<file path="src/rtl/uart_recv_block.sv">
// uart_recv_block
// Receives 8N1 serial bytes on RxD and packs N consecutive bytes into one
// W*N-bit pixel block. The block is handed on with a finish/finish_ack
// handshake.
//
// States
//   S_IDLE      | line idle, waiting for a low level on rxs
//   S_START     | timing to the middle of the start bit to confirm it
//   S_DATA      | sampling W data bits, LSB first, one per bit period
//   S_STOP      | sampling the stop bit; a high level accepts the byte
//   S_WAIT_HIGH | after a framing error, waiting for the line to go high
//
// Ports
//   clk        in   single clock
//   rst        in   synchronous, active-high reset
//   RxD        in   asynchronous serial line, idles high
//   rx_byte    out  most recently received byte
//   rx_valid   out  one-cycle pulse when rx_byte updates
//   data_out   out  assembled block, byte 0 in the top W bits
//   finish     out  block complete, held until acknowledged
//   finish_ack in   consumer accepted the block
//   frame_err  out  one-cycle pulse on a bad stop bit
//   overrun    out  one-cycle pulse when a byte is dropped while finish is high
module uart_recv_block #(
    parameter int CLKS_PER_BIT = 868,
    parameter int N            = 16,
    parameter int W            = 8
) (
    input  logic           clk,
    input  logic           rst,
    input  logic           RxD,
    output logic [W-1:0]   rx_byte,
    output logic           rx_valid,
    output logic [W*N-1:0] data_out,
    output logic           finish,
    input  logic           finish_ack,
    output logic           frame_err,
    output logic           overrun
);

    localparam int HALF  = CLKS_PER_BIT / 2;
    localparam int CNT_W = $clog2(CLKS_PER_BIT);
    localparam int IDX_W = (N > 1) ? $clog2(N) : 1;
    localparam int BIT_W = (W > 1) ? $clog2(W) : 1;

    typedef enum logic [2:0] {
        S_IDLE,
        S_START,
        S_DATA,
        S_STOP,
        S_WAIT_HIGH
    } state_t;

    state_t           state_q, state_d;
    logic             rx_meta_q, rx_meta_d;
    logic             rxs_q, rxs_d;
    logic [CNT_W-1:0] cnt_q, cnt_d;
    logic [BIT_W-1:0] bit_idx_q, bit_idx_d;
    logic [W-1:0]     shift_q, shift_d;
    logic [IDX_W-1:0] wr_idx_q, wr_idx_d;
    logic [W-1:0]     rx_byte_q, rx_byte_d;
    logic             rx_valid_q, rx_valid_d;
    logic [W*N-1:0]   data_q, data_d;
    logic             finish_q, finish_d;
    logic             frame_err_q, frame_err_d;
    logic             overrun_q, overrun_d;
    logic             byte_done;

    always_comb begin
        rx_meta_d   = RxD;
        rxs_d       = rx_meta_q;
        state_d     = state_q;
        cnt_d       = cnt_q;
        bit_idx_d   = bit_idx_q;
        shift_d     = shift_q;
        wr_idx_d    = wr_idx_q;
        rx_byte_d   = rx_byte_q;
        rx_valid_d  = 1'b0;
        data_d      = data_q;
        finish_d    = finish_q;
        frame_err_d = 1'b0;
        overrun_d   = 1'b0;
        byte_done   = 1'b0;

        if (finish_q && finish_ack) begin
            finish_d = 1'b0;
        end

        case (state_q)
            S_IDLE: begin
                cnt_d = '0;
                if (!rxs_q) begin
                    state_d = S_START;
                end
            end
            S_START: begin
                if (cnt_q == CNT_W'(HALF - 1)) begin
                    cnt_d     = '0;
                    bit_idx_d = '0;
                    // A start bit that is high again at mid-bit is a glitch.
                    state_d   = rxs_q ? S_IDLE : S_DATA;
                end else begin
                    cnt_d = cnt_q + CNT_W'(1);
                end
            end
            S_DATA: begin
                if (cnt_q == CNT_W'(CLKS_PER_BIT - 1)) begin
                    cnt_d            = '0;
                    shift_d[bit_idx_q] = rxs_q;
                    if (bit_idx_q == BIT_W'(W - 1)) begin
                        state_d = S_STOP;
                    end else begin
                        bit_idx_d = bit_idx_q + BIT_W'(1);
                    end
                end else begin
                    cnt_d = cnt_q + CNT_W'(1);
                end
            end
            S_STOP: begin
                if (cnt_q == CNT_W'(CLKS_PER_BIT - 1)) begin
                    cnt_d = '0;
                    if (rxs_q) begin
                        byte_done = 1'b1;
                        state_d   = S_IDLE;
                    end else begin
                        frame_err_d = 1'b1;
                        state_d     = S_WAIT_HIGH;
                    end
                end else begin
                    cnt_d = cnt_q + CNT_W'(1);
                end
            end
            S_WAIT_HIGH: begin
                if (rxs_q) begin
                    state_d = S_IDLE;
                end
            end
            default: state_d = S_IDLE;
        endcase

        if (byte_done) begin
            rx_byte_d  = shift_q;
            rx_valid_d = 1'b1;
            // A completed block stays frozen until acknowledged, even if the
            // ack arrives in this same cycle.
            if (finish_q) begin
                overrun_d = 1'b1;
            end else begin
                for (int i = 0; i < N; i++) begin
                    if (wr_idx_q == IDX_W'(i)) begin
                        data_d[(N-1-i)*W +: W] = shift_q;
                    end
                end
                if (wr_idx_q == IDX_W'(N - 1)) begin
                    wr_idx_d = '0;
                    finish_d = 1'b1;
                end else begin
                    wr_idx_d = wr_idx_q + IDX_W'(1);
                end
            end
        end
    end

    always_ff @(posedge clk) begin
        if (rst) begin
            state_q     <= S_IDLE;
            rx_meta_q   <= 1'b1;
            rxs_q       <= 1'b1;
            cnt_q       <= '0;
            bit_idx_q   <= '0;
            shift_q     <= '0;
            wr_idx_q    <= '0;
            rx_byte_q   <= '0;
            rx_valid_q  <= 1'b0;
            data_q      <= '0;
            finish_q    <= 1'b0;
            frame_err_q <= 1'b0;
            overrun_q   <= 1'b0;
        end else begin
            state_q     <= state_d;
            rx_meta_q   <= rx_meta_d;
            rxs_q       <= rxs_d;
            cnt_q       <= cnt_d;
            bit_idx_q   <= bit_idx_d;
            shift_q     <= shift_d;
            wr_idx_q    <= wr_idx_d;
            rx_byte_q   <= rx_byte_d;
            rx_valid_q  <= rx_valid_d;
            data_q      <= data_d;
            finish_q    <= finish_d;
            frame_err_q <= frame_err_d;
            overrun_q   <= overrun_d;
        end
    end

    assign rx_byte   = rx_byte_q;
    assign rx_valid  = rx_valid_q;
    assign data_out  = data_q;
    assign finish    = finish_q;
    assign frame_err = frame_err_q;
    assign overrun   = overrun_q;

endmodule

</file>
<file path="config.mk">
export PLATFORM = sky130hd
export DESIGN_NAME = uart_recv_block
export DESIGN_NICKNAME = d
export VERILOG_FILES = /design/src/rtl/uart_recv_block.sv
export SDC_FILE = /design/constraint.sdc
export NUM_CORES = 1
export LEC_CHECK = 0
export ABC_AREA = 1
export BUFFER_PORTS_ARGS = -buffer_cell sky130_fd_sc_hd__buf_2
export CORE_UTILIZATION = 56
export CTS_CLUSTER_DIAMETER = 60
export DETAILED_ROUTE_END_ITERATION = 10
export PLACE_DENSITY = 0.82
export SLEW_MARGIN = 20
export SYNTH_ARGS = -nofsm -noshare
export SYNTH_HDL_FRONTEND = slang
export SYNTH_SLANG_ARGS = --single-unit
</file>
<file path="constraint.sdc">
create_clock -name clk -period 2.44 [get_ports clk]
set_input_delay 0.488 -clock clk [delete_from_list [all_inputs] [get_ports clk]]
set_output_delay 0.488 -clock clk [all_outputs]
set_load 0.005 [all_outputs]
</file>
==> out/results.tsv <==
stage	metric	value	unit
logic_synthesis	ys.flop_type	dfxtp_1	
global_routing	grt_antenna_before_repair	0	
logic_synthesis	synthArstFlopShare	0	%
floorplan	fp.dieH	120	um
global_routing	grt_pass1_wl	29.9	mm
worst_setup_path	worstPathRequired	2.76	ns
finish	drive_gt1_share	17.2	%
floorplan	die_x	120	um
routing	drt_first_iter_violations	503	
placed_design	dpl_cell_area	8520	um2
clocking	cts_tree	yes	
placed_design	port_buffers	143	
worst_setup_path	cp.arrival	2.43	ns
clocking	clock-sinks	170	
routing	dr_total_vias	6955	
hold_path	hold_path.class	input port to register	
logic_synthesis	syn_area_per_cell	6.72	um2
clocking	htree_num_levels	4	
timing	slew_headroom	45.6	%
power_and_ir_drop	power.leakage	5.40	nW
finish	design_area	9100	um2
flow_run	drv_cap	0	
clocking	post-cts-setup-buffers	0	
global_routing	globalRoute.totalOverflow	0	
clocking	numCtsBuffers	17	
routing	viasPerCell	4.73	
power_and_ir_drop	power	0.00616	W
worst_setup_path	cp-start-kind	register	
timing	post-route-period-util	86.7	%
worst_setup_path	critPathCaptureType	register	
routing	post-route-drc-count	0	
placed_design	hpwlAfterDp	12.3	mm
finish	diodes	0	
power_and_ir_drop	powerDensity	676	nW/um2
clocking	ctsRootBufferMaster	clkbuf_16	
floorplan	num_io_pins	144	
timing	worst-slew-pin-transition	0.814	ns
global_routing	grt_pass1_vias	6245	
routing	dr.pass1.iters	5	
clocking	clkTransAtPathRegs	0.06	ns
worst_setup_path	path_class	register to register	
timing	drv_slew	0	
logic_synthesis	netlist_instances	1161	
power_and_ir_drop	peakVddDrop	0.623	mV
run_status	outcome	completed	
logic_synthesis	syn-cell-area	7810	um2
finish	fin_nets	1294	
timing	fin_crit	2.11	ns
logic_synthesis	ys_ff_latch	170	
clocking	clk_latency	0.43	ns
placed_design	gp_congestion	0.868	
logic_synthesis	ys_types	31	
floorplan	initial_utilization	58.3	%
routing	ant_nets	0	
global_routing	track_usage	26.3	%
clocking	clockBufferDepth	2	
timing	hold_viol_final	0	
logic_synthesis	synth-edff-count	0	
finish	area_delta_synth_final	16.6	%
logic_synthesis	syn_nets	1173	
floorplan	coreArea	13400	um2
routing	wl_per_cell	12.5	um
clocking	cts_hold_buf	0	
routing	routed_wl	18.4	mm
logic_synthesis	ys_warn_count	0	
worst_setup_path	crit_path_max_fanout	24	
floorplan	num_rows	42	
global_routing	grt_max_degree	51	
timing	fmax	473	MHz
timing	final.setup_skew	0.0114	ns
logic_synthesis	ys_seq_area_share	43.6	%
timing	tns	0	ns
floorplan	dieArea	14400	um2
timing	finalSetupViolCount	0	
clocking	postCtsResizedCells	0	
timing	rsz0062_at_grt	no	
[sequential cells by signal, indices dropped and copies added (netlist names)]
register	count
shift_q	8
bit_idx_q	3
wr_idx_q	4
rxs_q	1
data_out	128
cnt_q	10
rx_meta_q	1
finish	1
frame_err	1
overrun	1
rx_valid	1
state_q	3
rx_byte	8
[placed cells by master, fill, tap and decap left out, drive strengths merged]
master      n
nand4      23
or2         3
o31ai       1
bufinv      2
nor3       16
nand3      16
ha          8
clkinv      3
inv       173
o21ai      18
nand2     342
clkbuf     24
dfxtp     170
a31oi       1
buf       160
a21oi      15
o211ai      1
clkinvlp    2
xor2        1
nor2      314
[critical path: stages, from the launching register on]
cell     delay, ns
dfxtp_1       0.40
ha_1          0.30
nand3_1       0.14
inv_2         0.10
nand3_4       0.13
nor2_8        0.13
buf_12        0.20
nand4_2       0.32
nor2_1        0.22
nor2_1        0.06
[through the flow]
step / cells / worst slack [ns] / hold slack (ns) / utilization (%)
CTS: 1469 / 0.335 / 0.232 / 67.9
floorplan: 1161 / 0.641 / 0.389 / -
global route: 1469 / 0.0893 / 0.238 / 67.9
global placement: 1439 / 0.444 / 0.391 / 63.6
detailed placement: 1439 / 0.341 / 0.394 / 63.6
finish: 1469 / 0.325 / 0.248 / 67.9
[layer usage]
layer	part of all wire (%)	GRT usage, %	vias up
met5	0	0	-
met4	2.5	9.45	0
met3	6.8	6.94	34
met2	47	42.6	205
met1	44	33.4	3069
li1	-	-	3647
[cells in the mapped netlist, types with 2 or more instances]
master	number	share of area (%)
nand2_1	339	16
nor2_1	309	15
dfxtp_1	170	44
inv_1	167	8.0
o21ai_0	18	1.2
buf_1	17	0.82
buf_6	16	2.3
nor3_1	16	1.0
a21oi_1	15	0.96
nand3_1	15	0.96
nand4_4	15	4.1
buf_2	14	0.90
clkbuf_1	9	0.43
ha_1	8	1.3
nand4_1	7	0.56
inv_2	6	0.29
or2_2	3	0.24
nand2_2	2	0.16
nor2_2	2	0.16
nor2_4	2	0.29
[logic make-up (layout without fill, tap and decap cells)]
| logic type | Yosys count | after routing | synth area share, % |
|---|---|---|---|
| buf+inv | 232 | 364 | 13.2 |
| flops | 170 | 170 | 43.6 |
| simple gates | 714 | 714 | 39.4 |
| xor+xnor | 1 | 1 | 0.112 |
| fa+ha+maj | 8 | 8 | 1.28 |
| compound gates | 36 | 36 | 2.39 |
[power breakdown]
group          switching, W  internal, W  leakage (nW)
registers         0.0000652      0.00283          1.37
clock network       0.00103      0.00160         0.278
logic              0.000435     0.000189          3.76
[cell type report]
class | instances | area, um2
Fill cell | 1124 | 4300
Sequential cell | 170 | 3400
Multi-Input combinational cell | 759 | 3370
Timing Repair Buffer | 160 | 868
Inverter | 174 | 657
Clock buffer | 24 | 492
Tap cell | 176 | 220
Clock inverter | 6 | 88.8
[final timing paths]
kind,to,slack [ns],cells after the start,startpoint
worst min register to register,rxs_q,0.41,1,rx_meta_q
worst max-delay path,data_out[47],0.33,9,cnt_q[0]
worst min-delay path,rx_meta_q,0.25,2,RxD
worst max register to register,data_out[47],0.33,9,cnt_q[0]
(Power assumes the default switching activity.)
